[config.mk]
export PLATFORM = sky130hd
export DESIGN_NAME = xmr_pipe_bank_flat
export DESIGN_NICKNAME = d
export VERILOG_FILES = /design/src/rtl/xmr_pipe_pkg.sv /design/src/rtl/xmr_pipe_bank_if.sv /design/src/rtl/xmr_pipe_lane.sv /design/src/rtl/xmr_pipe_bank.sv /design/src/flat_wrapper.sv
export SDC_FILE = /design/constraint.sdc
export NUM_CORES = 1
export LEC_CHECK = 0
export CAP_MARGIN = 0
export CORE_MARGIN = 4
export CORE_UTILIZATION = 54
export DETAILED_ROUTE_END_ITERATION = 6
export PLACE_DENSITY = 0.91
export SKIP_LAST_GASP = 1
export SLEW_MARGIN = 5
export SYNTH_ARGS = -nofsm -noshare
export SYNTH_HDL_FRONTEND = slang
export SYNTH_SLANG_ARGS = --single-unit
[constraint.sdc]
create_clock -name clk -period 3.11 [get_ports clk]
set_input_delay 0.4665 -clock clk [delete_from_list [all_inputs] [get_ports clk]]
set_output_delay 0.4665 -clock clk [all_outputs]
set_load 0.01 [all_outputs]
[src/rtl/xmr_pipe_pkg.sv]
// Shared helpers for the XMR pipeline-register bank: counter sizing and
// elaboration-time parameter sanity checks.
package xmr_pipe_pkg;

  // Width needed to count 0..depth inclusive.
  function automatic int cnt_w(input int depth);
    return $clog2(depth + 1);
  endfunction

  function automatic bit params_ok(input int num_ch, input int width, input int depth);
    return (num_ch >= 1) && (width >= 1) && (depth >= 1);
  endfunction

endpackage

[src/rtl/xmr_pipe_bank_if.sv]
// Bus bundle between XMR sources/consumer and the pipeline bank.
// Channel c occupies [c*WIDTH +: WIDTH] of the data vectors and [c*CW +: CW] of inflight.
interface xmr_pipe_bank_if #(
  parameter int NUM_CH = 4,
  parameter int WIDTH  = 8,
  parameter int CW     = 2
);
  logic                     stall_i;
  logic                     flush_i;
  logic [NUM_CH-1:0]        in_valid_i;
  logic [NUM_CH*WIDTH-1:0]  in_data_i;
  logic [NUM_CH-1:0]        out_valid_o;
  logic [NUM_CH*WIDTH-1:0]  out_data_o;
  logic [NUM_CH*CW-1:0]     inflight_o;

  modport master (
    output stall_i, flush_i, in_valid_i, in_data_i,
    input  out_valid_o, out_data_o, inflight_o
  );

  modport slave (
    input  stall_i, flush_i, in_valid_i, in_data_i,
    output out_valid_o, out_data_o, inflight_o
  );
endinterface

[src/rtl/xmr_pipe_lane.sv]
// One XMR channel: DEPTH valid/data register stages plus an occupancy counter.
// Every output comes straight from a flop.
module xmr_pipe_lane import xmr_pipe_pkg::*; #(
  parameter int               WIDTH     = 8,
  parameter int               DEPTH     = 2,
  parameter bit               GATE_DATA = 1'b1,
  parameter logic [WIDTH-1:0] RESET_VAL = '0,
  parameter int               CW        = cnt_w(DEPTH)
) (
  input  logic             clk,
  input  logic             rst_n,
  input  logic             stall,
  input  logic             flush,
  input  logic             in_valid,
  input  logic [WIDTH-1:0] in_data,
  output logic             out_valid,
  output logic [WIDTH-1:0] out_data,
  output logic [CW-1:0]    inflight
);

  logic [DEPTH:1]             vld_q;
  logic [DEPTH:1][WIDTH-1:0]  dat_q;
  logic [CW-1:0]              cnt;

  // Index 0 is the live input so stage k always loads from index k-1.
  logic [DEPTH:0]             vld_pipe;
  logic [DEPTH:0][WIDTH-1:0]  dat_pipe;

  assign vld_pipe = {vld_q, in_valid};
  assign dat_pipe = {dat_q, in_data};

  always_ff @(posedge clk or negedge rst_n) begin
    if (!rst_n) begin
      vld_q <= '0;
      cnt   <= '0;
      for (int k = 1; k <= DEPTH; k++) dat_q[k] <= RESET_VAL;
    end else if (flush) begin
      vld_q <= '0;
      cnt   <= '0;
      for (int k = 1; k <= DEPTH; k++) dat_q[k] <= RESET_VAL;
    end else if (!stall) begin
      for (int k = 1; k <= DEPTH; k++) begin
        vld_q[k] <= vld_pipe[k-1];
        // Gated mode keeps the last real sample parked in an empty stage.
        if (!GATE_DATA || vld_pipe[k-1]) dat_q[k] <= dat_pipe[k-1];
      end
      cnt <= cnt + CW'(in_valid) - CW'(vld_q[DEPTH]);
    end
  end

  assign out_valid = vld_q[DEPTH];
  assign out_data  = dat_q[DEPTH];
  assign inflight  = cnt;

  a_cnt_max: assert property (@(posedge clk) disable iff (!rst_n)
    int'(cnt) <= DEPTH);

  a_cnt_pop: assert property (@(posedge clk) disable iff (!rst_n)
    int'(cnt) == $countones(vld_q));

  a_cnt_nowrap: assert property (@(posedge clk) disable iff (!rst_n)
    (!stall && !flush) |->
      !((cnt == '0) && vld_q[DEPTH] && !in_valid) &&
      !((int'(cnt) == DEPTH) && in_valid && !vld_q[DEPTH]));

endmodule

[src/rtl/xmr_pipe_bank.sv]
// NUM_CH independent XMR pipeline lanes sharing stall and flush,
// with flat packing of the per-channel data and counters.
module xmr_pipe_bank import xmr_pipe_pkg::*; #(
  parameter int               NUM_CH    = 4,
  parameter int               WIDTH     = 8,
  parameter int               DEPTH     = 2,
  parameter bit               GATE_DATA = 1'b1,
  parameter logic [WIDTH-1:0] RESET_VAL = '0
) (
  input logic             clk,
  input logic             rst_n,
  xmr_pipe_bank_if.slave  bus
);

  localparam int CW = cnt_w(DEPTH);

  if (!params_ok(NUM_CH, WIDTH, DEPTH)) begin : g_bad_params
    $error("xmr_pipe_bank: NUM_CH, WIDTH and DEPTH must all be >= 1");
  end

  for (genvar c = 0; c < NUM_CH; c++) begin : g_lane
    xmr_pipe_lane #(
      .WIDTH     (WIDTH),
      .DEPTH     (DEPTH),
      .GATE_DATA (GATE_DATA),
      .RESET_VAL (RESET_VAL),
      .CW        (CW)
    ) u_lane (
      .clk       (clk),
      .rst_n     (rst_n),
      .stall     (bus.stall_i),
      .flush     (bus.flush_i),
      .in_valid  (bus.in_valid_i[c]),
      .in_data   (bus.in_data_i[c*WIDTH +: WIDTH]),
      .out_valid (bus.out_valid_o[c]),
      .out_data  (bus.out_data_o[c*WIDTH +: WIDTH]),
      .inflight  (bus.inflight_o[c*CW +: CW])
    );
  end

endmodule

[src/flat_wrapper.sv]
// flat-port wrapper written by rule: the top's interface ports become plain ports
module xmr_pipe_bank_flat import xmr_pipe_pkg::*;
#(
  parameter int               NUM_CH    = 4,
  parameter int               WIDTH     = 8,
  parameter int               DEPTH     = 2,
  parameter bit               GATE_DATA = 1'b1,
  parameter logic [WIDTH-1:0] RESET_VAL = '0
)
  (clk, rst_n, bus_stall_i, bus_flush_i, bus_in_valid_i, bus_in_data_i, bus_out_valid_o, bus_out_data_o, bus_inflight_o);
  xmr_pipe_bank_if #(.NUM_CH(NUM_CH), .WIDTH(WIDTH), .CW(2)) bus_i ();
  input logic clk;
  input logic rst_n;
  input wire logic [$bits(bus_i.stall_i)-1:0] bus_stall_i;
  input wire logic [$bits(bus_i.flush_i)-1:0] bus_flush_i;
  input wire logic [$bits(bus_i.in_valid_i)-1:0] bus_in_valid_i;
  input wire logic [$bits(bus_i.in_data_i)-1:0] bus_in_data_i;
  output wire logic [$bits(bus_i.out_valid_o)-1:0] bus_out_valid_o;
  output wire logic [$bits(bus_i.out_data_o)-1:0] bus_out_data_o;
  output wire logic [$bits(bus_i.inflight_o)-1:0] bus_inflight_o;
  assign bus_i.stall_i = bus_stall_i;
  assign bus_i.flush_i = bus_flush_i;
  assign bus_i.in_valid_i = bus_in_valid_i;
  assign bus_i.in_data_i = bus_in_data_i;
  assign bus_out_valid_o = bus_i.out_valid_o;
  assign bus_out_data_o = bus_i.out_data_o;
  assign bus_inflight_o = bus_i.inflight_o;
  xmr_pipe_bank #(.NUM_CH(NUM_CH), .WIDTH(WIDTH), .DEPTH(DEPTH), .GATE_DATA(GATE_DATA), .RESET_VAL(RESET_VAL)) u_core (.clk(clk), .rst_n(rst_n), .bus(bus_i));
endmodule
==> flow_metrics.tcl, run 1 <==
set metrics [dict create \
    cts_sinks 80 \
    detail_route.wirelength_um 7412 \
    cpMaxStageDelayCell "clkdlybuf4s50_1" \
    cts-hold-fix-buffers 0 \
    hpwl_detailed_um 5132 \
    synthesized_cell_area_mm2 0.003672 \
    gp_congestion 0.7944 \
    sequential_fraction_of_the_synthesis_area 0.5451 \
    tritoncts.num_buffers 9 \
    worst_hold_path_type "primary input to asynchronous set/reset pin" \
    synth_area_leaders "dfrtp_1 (55%), nand2_1 (14%), a21oi_1 (10%), buf_4 (7.6%), ha_1 (2.7%)" \
    register_bit_total_from_synthesis 80 \
    slew_headroom 0.3439 \
    synth_enable_flop_cells 0 \
    clkLatencyLatePin_ns 0.35 \
    mappedNetlistNets 456 \
    async_flop_share 1.000 \
    clock_tree_from_tritoncts "built" \
    final-instance-count-excl-fill 523 \
    yosys_warnings 0 \
    detail_route.first_pass.iterations 6 \
    grt_pass1_vias 2666 \
    synth_top_cell_area_share 0.5451 \
    worst_path_largest_cell_delay_ns 0.56 \
    setup_violations 0 \
    antenna-diode-count 0 \
    cts_max_path_buffers 2 \
    final_layout_size_suffix_gt1_frac 0.04709 \
    required_ns 2.64 \
    synth.lib_cells_used.distinct 16 \
    final_standard_cell_area_without_fillers_mm2 0.004431 \
    critical_path_depth 1 \
    area_delta_synth_final_pct 20.65 \
    initialDrtViolationCount 92 \
    fin_tns_setup_ns 0 \
    cap_viol_max_count 0 \
    final_nets 489 \
    placed_cells 507 \
    fp.coreArea_mm2 0.006459 \
    grt.total_usage 0.1852 \
    starting_density_of_the_core 0.5686 \
    post_synth.cell_area_avg_um2 9.001 \
    route.detailed.vias_per_inst 5.216 \
    utilization 0.6860 \
    hold_viol_final 0 \
    powerDensity_mw_per_mm2 485.8 \
    htreeDepth 3 \
    dieWidth_um 90.47 \
    critPathLaunchType "flip-flop" \
    total_power_mw 2.152 \
    io_pins 84 \
    cell_chain_of_the_critical_path "clkdlybuf4s50_1" \
    end_kind "output port" \
    final-max-slew-violation-count 0 \
    dr_total_vias 2728 \
    cells_resized_by_post_cts_repair 0 \
    crit_family "buffers and inverters" \
    crit_type "flip-flop to output port" \
    max_freq_mhz 567.8 \
    drc_errors 0 \
    die_footprint_mm2 0.008184 \
    detail_route.wl_per_cell_um 14.17 \
    postCtsSetupBuffers 0 \
    most_frequently_used_cell_type_in_the_post_synthesis_netlist "nand2_1" \
    run_status "finished clean" \
    synth_largest_area_cell "dfrtp_1" \
    final.fill_count 504 \
    synth_cells 408 \
    clock_tree.root_cell "clkbuf_8" \
    critical_path.n_buffers_inverters 1 \
    path_clk_slew_ns 0.07 \
    placedInstanceArea_mm2 0.004210 \
    ys_dominant_reg_cell "dfrtp_1" \
    synth_commonest_cells "nand2_1 (136), dfrtp_1 (80), a21oi_1 (76), buf_4 (37), clkbuf_1 (17)" \
    global_route_wire_length_before_repair_um 12140 \
    final_worst_path_period_need_ns 1.761 \
    sequential_area_mm2 0.002002 \
    grt_setup_unrepaired "no" \
    worst_slew_pin_slew_ns 0.9842 \
    timing.critical_path.arrival_ns 1.29 \
    ff2ff_path_depth 7 \
    grt_start_max_net_pins 81 \
    worst_supply_voltage_drop_on_vdd_v 0.0002768 \
    clock-skew-final_ns 0.01020 \
    die_height_um 90.47 \
    initial_antenna_violation_count 0 \
    timing.final.crit_share 0.5663 \
    std_cell_rows 29 \
    leakage_nw 1.927 \
    number_of_i_o_port_buffers 83 \
    overflow 0 \
    worstPathMaxFanout 3 \
    multi_input_comb_area_mm2 0.001236 \
    antenna_violating_nets_post_route 0 \
]
-- report_power, final --
group | internal (mW) | total [mW] | switching [mW]
Combinational | 0.106 | 0.224 | 0.118
Clock | 0.470 | 0.834 | 0.364
Sequential | 1.07 | 1.09 | 0.0219
-- state kept, by name, indices dropped and copies added (netlist names) --
signal                         count
u_core.g_lane.u_lane.out_data     32
u_core.g_lane.u_lane.inflight      8
u_core.g_lane.u_lane.dat_pipe     32
u_core.g_lane.u_lane.vld_q         8
-- layer usage --
metal  wire length, um  GRT usage  vias to the layer above
met2              3795     0.3187                       81
met4                76    0.05995                        0
met1              3093     0.2192                     1306
met3               447    0.05917                        9
met5                 0          0                        -
li1                  -          -                     1332
-- kinds of logic after synthesis --
| family | count (synthesis) | synth area share |
|---|---|---|
| AND/OR/NAND/NOR | 160 | 0.1799 |
| AO/OA/AOI/OAI | 80 | 0.1090 |
| flip-flops | 80 | 0.5451 |
| buffers and inverters | 72 | 0.1182 |
| adder cells (fa/ha/maj) | 8 | 0.02726 |
| XOR/XNOR | 4 | 0.009539 |
| multiplexers | 4 | 0.01090 |
-- final timing paths --
path,from,end,slack [ns]
min in group clk,u_core.g_lane[2].u_lane.out_data[2],u_core.g_lane[2].u_lane.out_data[2],0.52
worst max register to register,u_core.g_lane[0].u_lane.inflight[0],u_core.g_lane[0].u_lane.inflight[1],1.49
max in group asynchronous,rst_n,u_core.g_lane[2].u_lane.dat_pipe[11],2.19
worst min register to register,u_core.g_lane[2].u_lane.out_data[2],u_core.g_lane[2].u_lane.out_data[2],0.52
worst min-delay path,rst_n,u_core.g_lane[0].u_lane.dat_pipe[14],0.27
worst max-delay path,u_core.g_lane[2].u_lane.inflight[0],bus_inflight_o[4],1.35
-- area by class of cell --
class                   count  share of cell area
clock inverters             6             0.01864
inverters                   8            0.006778
clock buffers              10             0.03106
flip-flops and latches     80              0.4518
multi-input cells         256              0.2790
repair buffers             86              0.1909
well taps                  77             0.02175
-- through the flow --
stage | worst slack, ns | hold WS (ns)
after floorplan | 1.583 | 0.1709
after global placement | 1.193 | 0.5048
after detailed placement | 1.147 | 0.5099
after CTS | 1.338 | 0.3113
after global routing | 1.279 | 0.3509
final | 1.349 | 0.2670
-- cell usage in the layout (no fill, tap or decap) --
cell type and count:
xnor2_1 4, clkinv_2 3, and2b_1 8, clkinvlp_4 1, ha_1 8, mux2i_1 4, a21oi_1 76, inv_1 8
buf_2 1, nand2b_1 8, or3_1 4, nand2_1 136, buf_4 4, bufinv_16 2, dfrtp_1 80, nor2_1 4
clkbuf_8 10, o21ai_0 4, clkdlybuf4s50_1 81
No activity file was read; power rests on OpenSTA's default activity.
==> run 2: changes to the inputs <==
--- a/config.mk
+++ b/config.mk
@@ -7,9 +7,9 @@
 export LEC_CHECK = 0
 export CAP_MARGIN = 0
 export CORE_MARGIN = 4
-export CORE_UTILIZATION = 54
+export CORE_UTILIZATION = 45
 export DETAILED_ROUTE_END_ITERATION = 6
-export PLACE_DENSITY = 0.91
+export PLACE_DENSITY = 0.82
 export SKIP_LAST_GASP = 1
 export SLEW_MARGIN = 5
 export SYNTH_ARGS = -nofsm -noshare
==> constraint.sdc (replaced) <==
create_clock -name clk -period 1.5 [get_ports clk]
set_input_delay 0.225 -clock clk [delete_from_list [all_inputs] [get_ports clk]]
set_output_delay 0.225 -clock clk [all_outputs]
set_load 0.01 [all_outputs]
==> run 2 against run 1 <==
The run now ends with setup timing left; clock skew down 0.0012 ns; non-clock buffer count up 34; sequential power up 110%; core utilization down 7.3 points; first-iteration DRC count down 4.3%; count of clock-buffer cells in the layout down 1; highest routed layer unchanged.
==> flow_metrics.tcl, run 2 (same netlist as run 1, synthesis figures left out) <==
set metrics [dict create \
    run_status "complete, but fails checks" \
    failed_checks "setup timing" \
    grt.total_usage 0.1613 \
    layout_commonest_cell "nand2_1" \
    cts_max_path_buffers 2 \
    timing.final.crit_share 1.006 \
    slew_headroom 0.7455 \
    final_nets 523 \
    std_cell_rows 32 \
    global_route_wire_length_before_repair_um 12740 \
    antenna_violating_nets_post_route 0 \
    required_ns 1.77 \
    post-place-ws_ns -0.06170 \
    die_footprint_mm2 0.009670 \
    grt_setup_unrepaired "yes" \
    final-max-slew-violation-count 0 \
    path_clk_slew_ns 0.09 \
    clock-skew-final_ns 0.008955 \
    total_power_mw 4.364 \
    htreeDepth 3 \
    clock_tree_from_tritoncts "built" \
    grt_pass1_vias 2756 \
    end_kind "flip-flop" \
    cap_viol_max_count 0 \
    final.fill_count 665 \
    detail_route.wirelength_um 7593 \
    clkLatencyLatePin_ns 0.34 \
    hpwl_detailed_um 5546 \
    cell_chain_of_the_critical_path "inv_1, ha_1, inv_1, ha_2, xnor2_1, or3_1, a21oi_2" \
    mostFrequentLayoutCells "nand2_1 (136), dfrtp_1 (80), a21oi_1 (75)" \
    worst_hold_path_type "primary input to flip-flop" \
    number_of_i_o_port_buffers 83 \
    timing.critical_path.arrival_ns 1.78 \
    initial_antenna_violation_count 0 \
    cts_sinks 80 \
    starting_density_of_the_core 0.4680 \
    dieWidth_um 98.34 \
    fin_hold_ws_ns 0.2972 \
    overflow 0 \
    worstPathMaxFanout 2 \
    leakage_nw 2.638 \
    antenna-diode-count 0 \
    detail_route.first_pass.iterations 5 \
    final_layout_size_suffix_gt1_frac 0.1208 \
    worst_supply_voltage_drop_on_vdd_v 0.0004531 \
    max_freq_mhz 662.9 \
    grt_start_max_net_pins 37 \
    route.detailed.vias_per_inst 4.828 \
    fp.coreArea_mm2 0.007848 \
    io_pins 84 \
    worst_slack_ns -0.008487 \
    drc_errors 0 \
    area_delta_synth_final_pct 30.90 \
    worst_slew_pin_slew_ns 0.3818 \
    hold_viol_final 0 \
    powerDensity_mw_per_mm2 907.8 \
    critPathMostFrequentCell "inv_1" \
    crit_type "flip-flop to flip-flop" \
    placed_cells 563 \
    initialDrtViolationCount 88 \
    worst_path_largest_cell_delay_ns 0.36 \
    final-instance-count-excl-fill 582 \
    cpMaxStageDelayCell "dfrtp_1" \
    setup_violations 2 \
    dr_total_vias 2810 \
    final_worst_path_period_need_ns 1.508 \
    critPathLaunchType "flip-flop" \
    clock_tree.root_cell "clkbuf_8" \
    detail_route.wl_per_cell_um 13.05 \
    gp_congestion 0.7682 \
    utilization 0.6126 \
    tritoncts.num_buffers 9 \
    die_height_um 98.34 \
]
## run 2: final timing paths
check                                                      from                                    to  slack [ns]  depth (start not counted)
hold reg to reg            u_core.g_lane[0].u_lane.dat_pipe[12]   u_core.g_lane[0].u_lane.out_data[4]        0.52                          2
max in group asynchronous                                 rst_n  u_core.g_lane[0].u_lane.dat_pipe[12]        0.65                          3
setup / recovery            u_core.g_lane[3].u_lane.inflight[0]   u_core.g_lane[3].u_lane.inflight[1]      -0.008                          7
hold / removal                                      bus_flush_i   u_core.g_lane[3].u_lane.out_data[2]        0.30                          2
setup reg to reg            u_core.g_lane[3].u_lane.inflight[0]   u_core.g_lane[3].u_lane.inflight[1]      -0.008                          7
min in group asynchronous                                 rst_n   u_core.g_lane[1].u_lane.out_data[5]        0.32                          2
## run 2: layout make-up
cell class	instances	area [um^2]	share of cell area
inverters	8	30.03	0.006247
clock inverters	7	71.32	0.01484
flip-flops and latches	80	2002	0.4164
clock buffers	9	123.9	0.02577
repair buffers	120	1205	0.2507
well taps	102	127.6	0.02655
multi-input cells	256	1247	0.2595
## run 2: critical path: cells and delay by family, from the launching register on
family                     cells  cell delay [ns]
adders and majority gates      2             0.42
buffers and inverters          2             0.09
xor gates and xnor gates       1             0.13
DFF                            1             0.36
and+or+nand+nor                1             0.32
AOI/OAI and AO/OA              1             0.12
## run 2: per-stage QoR
stage,instance area [um^2],TNS (ns)
after global placement,4532,-0.1936
final,4807,-0.009618
after detailed placement,4532,-1.265
after CTS,4721,-0.04118
after global routing,4807,-0.4086
after floorplan,3680,-0.008662
## run 2: metal layers
layer  global-route usage  wire [um]
met1               0.2022       3164
met4              0.05882        111
met5                    0          0
met2               0.2761       3919
met3              0.03214        398
## run 2: power breakdown
group	switching, mW	internal (mW)
logic	0.262	0.276
clock network	0.794	0.768
registers	0.0396	2.22
total	1.10	3.27
## run 2: what timing repair did
item | in CTS | in global routing
hold endpoints to repair | 23 | 0
cloned | 0 | 0
setup endpoints to repair | 16 | 31
hold buffers | 1 | 0
resized for setup | 13 | 28
setup buffers | 0 | 2
==> run 3: changes to the inputs <==
--- a/config.mk
+++ b/config.mk
@@ -7,9 +7,11 @@
 export LEC_CHECK = 0
 export CAP_MARGIN = 0
 export CORE_MARGIN = 4
-export CORE_UTILIZATION = 45
+export CORE_UTILIZATION = 54
 export DETAILED_ROUTE_END_ITERATION = 6
-export PLACE_DENSITY = 0.82
+export GPL_TIMING_DRIVEN = 0
+export PLACE_DENSITY = 0.91
+export SKIP_CTS_REPAIR_TIMING = 1
 export SKIP_LAST_GASP = 1
 export SLEW_MARGIN = 5
 export SYNTH_ARGS = -nofsm -noshare
==> constraint.sdc (replaced) <==
create_clock -name clk -period 1.9 [get_ports clk]
set_input_delay 0.285 -clock clk [delete_from_list [all_inputs] [get_ports clk]]
set_output_delay 0.285 -clock clk [all_outputs]
set_load 0.01 [all_outputs]
==> run 3 against run 2 <==
The run now ends clean; non-clock buffer count is 28 higher; core utilization increased by 14 points; first-iteration DRC count increased by 66%; final area grew 0.78%; flip-flop and latch count unchanged; clock skew shrank 0.0039 ns; total power down 18%; largest cell class unchanged.
==> flow_metrics.tcl, run 3 (same netlist as run 1, synthesis figures left out) <==
set metrics [dict create \
    run_status "finished clean" \
    hpwl_detailed_um 6061 \
    final-max-slew-violation-count 0 \
    std_cell_rows 29 \
    fp.coreArea_mm2 0.006459 \
    detail_route.wl_per_cell_um 14.38 \
    detail_route.wirelength_um 8400 \
    path_clk_slew_ns 0.07 \
    final_worst_path_period_need_ns 1.683 \
    sequential_area_mm2 0.002002 \
    layout_commonest_cell "nand2_1" \
    fin_tns_setup_ns 0 \
    clock-skew-final_ns 0.005027 \
    grt_most_used_layer "met2" \
    io_pins 84 \
    overflow 0 \
    initial_antenna_violation_count 0 \
    final-instance-count-excl-fill 584 \
    timing.final.crit_share 0.8860 \
    route.detailed.vias_per_inst 5.144 \
    grt_start_max_net_pins 66 \
    clkLatencyLatePin_ns 0.34 \
    htreeDepth 3 \
    initialDrtViolationCount 146 \
    dieWidth_um 90.47 \
    gr-usage-met2 0.3706 \
    timing.critical_path.arrival_ns 1.40 \
    required_ns 1.62 \
    detail_route.first_pass.iterations 5 \
    cts_max_path_buffers 2 \
    antenna_violating_nets_post_route 0 \
    grt_setup_unrepaired "no" \
    grt.total_usage 0.2126 \
    end_kind "output port" \
    crit_type "flip-flop to output port" \
    area_delta_synth_final_pct 31.93 \
    drc_errors 0 \
    grt_pass1_vias 3024 \
    cap_viol_max_count 0 \
    cts_sinks 80 \
    final_nets 551 \
    hold_viol_final 0 \
    r2r_slack_ns 0.30 \
    fin_hold_ws_ns 0.3351 \
    met3_demand_to_capacity_share_in_global_routing 0.04333 \
    globalRouteMet1Util 0.2538 \
    worst_supply_voltage_drop_on_vdd_v 0.0004798 \
    final_layout_size_suffix_gt1_frac 0.1243 \
    tritoncts.num_buffers 9 \
    number_of_i_o_port_buffers 82 \
    ff2ff_path_depth 7 \
    crit-reg2reg-capture "u_core.g_lane[0].u_lane.inflight[1]" \
    multi_input_comb_area_mm2 0.001236 \
    worstPathMaxFanout 3 \
    setup_violations 0 \
    worst_hold_path_type "primary input to asynchronous set/reset pin" \
    global_route_wire_length_before_repair_um 13900 \
    max_freq_mhz 594.0 \
    final.fill_count 459 \
    critPathLaunchType "flip-flop" \
    die_height_um 90.47 \
    die_footprint_mm2 0.008184 \
    placed_cells 568 \
    powerDensity_mw_per_mm2 741.4 \
    dr_total_vias 3004 \
    clock_tree.root_cell "clkbuf_8" \
    gp_congestion 0.7815 \
    worst_slew_pin_slew_ns 0.5653 \
    starting_density_of_the_core 0.5686 \
    worstReg2RegStart "u_core.g_lane[0].u_lane.inflight[0]" \
    clock_tree_from_tritoncts "built" \
    mostFrequentLayoutCells "nand2_1 (136), clkdlybuf4s50_1 (81), dfrtp_1 (80)" \
    slew_headroom 0.6231 \
    leakage_nw 2.181 \
    antenna-diode-count 0 \
]
[run 3: worst max-delay path: stages, from the launching register on]
cell	delay [ns]
dfrtp_1	0.40
buf_4	0.13
clkdlybuf4s50_1	0.53
[run 3: where the power goes]
group	switching (mW)	total, mW	internal (mW)
Clock	0.582	1.39	0.804
Combinational	0.212	0.414	0.202
Sequential	0.0367	1.79	1.76
Total	0.830	3.59	2.76
[run 3: per-layer routing]
layer  part of all wire  vias to the layer above  wire length (um)
met1               0.42                     1443              3502
met2               0.51                       93              4243
li1                   -                     1451                 -
met4              0.021                        0               175
met5                  0                        -                 0
met3              0.057                       17               479
[run 3: stage by stage]
stage / total power [mW] / utilization / area [um^2] / worst slack [ns]
5_1_grt: 3.728 / 0.7501 / 4845 / 0.1671
4_1_cts: 3.605 / 0.7485 / 4835 / 0.2235
3_5_place_dp: 2.240 / 0.7145 / 4614 / -0.05024
6_report: 3.592 / 0.7501 / 4845 / 0.2166
2_1_floorplan: 2.009 / - / 3672 / 0.3733
3_3_place_gp: 2.213 / 0.7106 / 4589 / -2.145
[run 3: area by class of cell]
cell class | count | share of cell area
timing repair buffer | 84 | 0.1767
clock buffer | 12 | 0.03202
tap | 77 | 0.01989
buffer | 64 | 0.08342
multi-input combinational | 256 | 0.2552
sequential | 80 | 0.4132
inverter | 8 | 0.006198
clock inverter | 3 | 0.01343
[run 3: worst max path at each step]
stage,startpoint,to,slack (ns),depth (start not counted)
floorplan,u_core.g_lane[2].u_lane.inflight[0],u_core.g_lane[2].u_lane.inflight[1],0.37,7
global placement,rst_n,u_core.g_lane[2].u_lane.out_data[5],-2.14,1
detailed placement,bus_stall_i,u_core.g_lane[1].u_lane.inflight[0],-0.05,6
CTS,u_core.g_lane[0].u_lane.vld_q[2],bus_out_valid_o[0],0.22,2
global route,u_core.g_lane[1].u_lane.inflight[0],u_core.g_lane[1].u_lane.inflight[1],0.17,7
finish,u_core.g_lane[0].u_lane.vld_q[2],bus_out_valid_o[0],0.22,2
